<file path="src/rtl/mips_pkg.sv">
// mips_pkg: shared fetch-stage constants, opcodes and fetch state enum.
package mips_pkg;
  localparam logic [31:0] RESET_PC_DEF = 32'h0000_0000;
  localparam logic [31:0] NOP_WORD = 32'h0000_0000;
  localparam logic [5:0] OP_RTYPE = 6'b000000;
  localparam logic [5:0] OP_LW = 6'b100011;
  localparam logic [5:0] OP_SW = 6'b101011;
  localparam logic [5:0] OP_BEQ = 6'b000100;
  localparam logic [5:0] OP_BNE = 6'b000101;
  localparam logic [5:0] OP_ADDI = 6'b001000;
  localparam logic [5:0] OP_SLTI = 6'b001010;
  localparam logic [5:0] OP_J = 6'b000010;
  typedef enum logic {BOOT, RUN} fetch_state_t;
endpackage

</file>
<file path="src/rtl/flopenr.sv">
// flopenr: enable flop with asynchronous active-low reset to a parameterised value.
module flopenr #(
  parameter int W = 32,
  parameter logic [W-1:0] RV = '0
) (
  input  logic         clk,
  input  logic         reset_n,
  input  logic         en,
  input  logic [W-1:0] d,
  output logic [W-1:0] q
);
  always_ff @(posedge clk or negedge reset_n)
    if (!reset_n) q <= RV;
    else if (en) q <= d;
endmodule

</file>
<file path="src/rtl/if_stage.sv">
// if_stage: instruction fetch with PC register, redirect mux and IF/ID pipeline register.
module if_stage
  import mips_pkg::*;
#(
  parameter logic [31:0] RESET_PC = RESET_PC_DEF,
  parameter logic [31:0] NOP_WORD = mips_pkg::NOP_WORD
) (
  input  logic        clk,
  input  logic        reset_n,
  output logic        imem_req,
  output logic [31:0] imem_addr,
  input  logic        imem_ready,
  input  logic [31:0] imem_rdata,
  input  logic        stall_d,
  input  logic        branch_taken,
  input  logic [31:0] branch_target,
  input  logic        jump,
  input  logic [31:0] jump_target,
  output logic [31:0] instr_d,
  output logic [5:0]  op_d,
  output logic [31:0] pcplus4_d,
  output logic        valid_d
);
  fetch_state_t state;
  logic [31:0] pc, pc4, tgt, pc_next, instr_next, pc4_next;
  logic run, redirect, take, bubble, pc_en, ifid_en, valid_next;
  always_ff @(posedge clk or negedge reset_n)
    if (!reset_n) begin
      state <= BOOT;
      imem_req <= 1'b0;
    end else begin
      state <= RUN;
      imem_req <= 1'b1;
    end
  // Redirects are squashed in BOOT; jump outranks a taken branch.
  always_comb begin
    run = state == RUN;
    redirect = run & (jump | branch_taken);
    take = !stall_d & imem_ready;
    bubble = redirect | !imem_ready;
    pc4 = pc + 32'd4;
    tgt = (jump ? jump_target : branch_target) & ~32'd3;
    pc_next = redirect ? tgt : pc4;
    pc_en = redirect | (run & take);
    ifid_en = redirect | (run & !stall_d);
    instr_next = bubble ? NOP_WORD : imem_rdata;
    pc4_next = bubble ? 32'd0 : pc4;
    valid_next = !bubble;
  end
  flopenr #(.W(32), .RV(RESET_PC)) pc_reg (.clk, .reset_n, .en(pc_en), .d(pc_next), .q(pc));
  flopenr #(.W(32), .RV(NOP_WORD)) instr_reg (.clk, .reset_n, .en(ifid_en), .d(instr_next), .q(instr_d));
  flopenr #(.W(32), .RV(32'd0)) pc4_reg (.clk, .reset_n, .en(ifid_en), .d(pc4_next), .q(pcplus4_d));
  flopenr #(.W(1), .RV(1'b0)) valid_reg (.clk, .reset_n, .en(ifid_en), .d(valid_next), .q(valid_d));
  assign imem_addr = pc;
  assign op_d = instr_d[31:26];
endmodule

</file>
<file path="config.mk">
export PLATFORM = sky130hd
export DESIGN_NAME = if_stage
export DESIGN_NICKNAME = d
export VERILOG_FILES = /design/src/rtl/mips_pkg.sv /design/src/rtl/flopenr.sv /design/src/rtl/if_stage.sv
export SDC_FILE = /design/constraint.sdc
export NUM_CORES = 1
export LEC_CHECK = 0
export CORE_ASPECT_RATIO = 2
export CORE_UTILIZATION = 60
export CTS_CLUSTER_DIAMETER = 200
export DETAILED_ROUTE_END_ITERATION = 10
export DONT_BUFFER_PORTS = 1
export PLACE_DENSITY = 0.76
export SKIP_CTS_REPAIR_TIMING = 1
export SLEW_MARGIN = 20
export SYNTH_ARGS = -nofsm -noshare
export SYNTH_HDL_FRONTEND = slang
export SYNTH_SLANG_ARGS = --single-unit
</file>
<file path="constraint.sdc">
create_clock -name clk -period 4 [get_ports clk]
set_input_delay 0.4 -clock clk [delete_from_list [all_inputs] [get_ports clk]]
set_output_delay 0.4 -clock clk [all_outputs]
set_load 0.05 [all_outputs]
</file>
==> results.md <==
- Outcome: finished with violations
- Failing checks: hold timing
- Final clock skew: approximately 0.004 ns
- Post-route clock period utilization: 0.6957
- # IOs: between 200 and 250
- Global-route wire length before repair: 18310 um
- Worst reg2reg path startpoint: pc_reg.q[10]$_DFFE_PN0P_
- Dominant synthesized flop cell: dfrtp_1
- RSZ-0062 raised after global routing: no
- Overall die height: 126.0 um
- CTS tree: done
- Clock sink total: 94
- Commonest cells post-synth: dfrtp_1, nand2_1, o21ai_0
- Drt via density: 6.568
- H-tree Lvls: 3
- Mapped cell area: 4611 um2
- Endpoint class of the critical path: flop
- Comb power frac: 0.091
- Hold Crit Class: input port to async pin
- Layout cell share with drive strength beyond 1: 0.07110
- Number of buffers inserted during clock tree synthesis: 9
- DRC violations left: 0
- Multi-input combinational cell area: 2052 um2
- EDFF count, synth: 0
- Root Driver: clkbuf_16
- DR vias: between 3000 and 4000
- Post-route ant nets: 0
- Site row count: 44
- Synth Register Bits: 94
- Design area: 4898 um2
- Final net count: roughly 530
- R2r setup slk: 1.22 ns
- Wire per inst: 21.85 um
- Internal power: 1.581 mW
- Max_slew headroom: 0.3931
- Sequential cell area: roughly 2400 um2
- IR drop worst, VDD: between 300 and 400 uV
- Hold Slack: -0.06394 ns
- CP arrival: 3.07 ns
- Cells after synthesis: 457
- Pleak: 2.137 nW
- IO Port Bufs: 0
- Max_cap viols: 0
- Number of endpoints failing setup at the final stage: 0
- Grt ovf: 0
- Final hold violation count: 41
- Tot GR Track Use: 0.2992
- Least-Margin Pin Slew: 0.9104 ns
- R2R Path End: pc_reg.q[19]$_DFFE_PN0P_
- Top-count cell post-synth: dfrtp_1
- Synth top area share: 0.5102
- Clk_lat worst skew: 0.35 ns
- Dominant cells by area after synthesis: dfrtp_1, a22o_1, mux2i_1
- Minimum clock period: 2.783 ns
- Cell depth of the worst flop-to-flop path: 5
- Cell taking the most area after synthesis: dfrtp_1
- Worst-path clk slew: roughly 0.060 ns
- Starting density of the core: 0.6297
- Initial antenna violation count: 0
- Vias in the first global route: 3538
- Drt pass-1 iters: 4
- Starting DRC count in detailed routing: about 270
- Core outline area: roughly 7300 um2
- Largest net degree at the start of global routing: 95
- Critical path class: flop to flop
- Die area: 8060 um2
- Die span in x: 63.99 um
- Worst-path fanout max: 10
- GP Congestion: 0.7529
- Clk buf depth: 2
- Syn avg cell area: 10.09 um2
- Antenna diodes: 0
- Area Overhead vs Synth: 6.242%
- Sequential-to-total area share from yosys stat: 0.5102
- Final WL: 11540 um
- Async S/R FF share, synth: 1.000
- Psw: 0.8156 mW
- Clock power share: 0.356
- PwrDens: 489.3 nW/um2
- Detailed placer's ending HPWL: 7844 um
- Sequential share of power: 0.553
- # fillers: 616
- Final max-slew violation count: 0
- Sw Ratio: 0.3403
- Required @ worst endpoint: between 4 and 5 ns
- Setup TNS Final: 0 ns
- Startpoint Class: flop
- Synth unique cells: between 40 and 50
- Fmax: around 360 MHz
- Yosys warns: 0
- Area post-placement: 4572 um2
-- stage by stage --
| step | worst slack [ns] | total power, mW | instances | utilization |
|---|---|---|---|---|
| global placement | 1.293 | 1.531 | 511 | 0.6237 |
| floorplan | 1.534 | 1.490 | 460 | - |
| CTS | 1.216 | 2.386 | 527 | 0.6652 |
| global route | 1.064 | 2.472 | 528 | 0.6690 |
| detailed placement | 1.229 | 1.541 | 511 | 0.6244 |
| finish | 1.217 | 2.397 | 528 | 0.6690 |
-- critical path: stages, from the launching register on --
cell and delay (ns):
dfrtp_1 0.82, nand4_2 0.28, or4_1 0.78, or3_1 0.41
o31ai_1 0.29, a211o_1 0.15
-- layer usage --
metal  GRT usage  part of all wire  up-vias
li1            -                 -     1584
met1      0.3380              0.36     1693
met2      0.5288              0.54      176
met3     0.06431             0.073       15
met4      0.1310             0.021        0
met5           0                 0        -
-- cell families (layout without fill, tap and decap cells) --
| family | after synthesis | in the layout | share of synthesized area |
|---|---|---|---|
| AOI/OAI and AO/OA | 126 | 126 | 0.1881 |
| xor gates and xnor gates | 25 | 25 | 0.04749 |
| adders and majority gates | 1 | 1 | 0.002713 |
| buffers and inverters | 51 | 27 | 0.05292 |
| DFF | 94 | 94 | 0.5102 |
| muxes | 30 | 30 | 0.06594 |
| other | 2 | 5 | 0.001629 |
| and+or+nand+nor | 128 | 128 | 0.1311 |
-- power groups by stage --
stage	clock network (mW)	registers [mW]	logic [mW]
after floorplan	0	1.29	0.196
after global placement	0	1.34	0.191
after detailed placement	0	1.34	0.198
after CTS	0.862	1.32	0.200
after global routing	0.889	1.34	0.247
final	0.853	1.32	0.219
-- cell type report --
type	count	area share
multi-input combinational	315	0.4189
clock buffer	10	0.04674
clock inverter	6	0.01430
tap	92	0.02350
sequential	94	0.4802
timing repair buffer	5	0.01175
inverter	6	0.004598
-- how the worst max path moves through the flow --
stage,start,depth (start not counted),endpoint
2_1_floorplan,pc_reg.q[10]$_DFFE_PN0P_,7,pc_reg.q[19]$_DFFE_PN0P_
3_3_place_gp,pc_reg.q[10]$_DFFE_PN0P_,5,pc_reg.q[19]$_DFFE_PN0P_
3_5_place_dp,pc_reg.q[10]$_DFFE_PN0P_,5,pc_reg.q[31]$_DFFE_PN0P_
4_1_cts,pc_reg.q[10]$_DFFE_PN0P_,5,pc_reg.q[19]$_DFFE_PN0P_
5_1_grt,pc_reg.q[10]$_DFFE_PN0P_,5,pc_reg.q[19]$_DFFE_PN0P_
6_report,pc_reg.q[10]$_DFFE_PN0P_,5,pc_reg.q[19]$_DFFE_PN0P_
-- placed cells by master (no fill, tap or decap), types with 14 or more instances in the layout --
cell,count
a21oi_1,15
nand2_1,56
o21ai_0,45
xnor2_1,14
mux2i_1,27
nor2_1,22
dfrtp_1,94
a22o_1,34
-- sequential cells by signal, summed over array words and instances (netlist names) --
register / cells
pc4_reg.q: 30
run: 1
instr_reg.q: 32
pc_reg.q: 30
valid_reg.q: 1
Power figures use the tool's default switching activity.
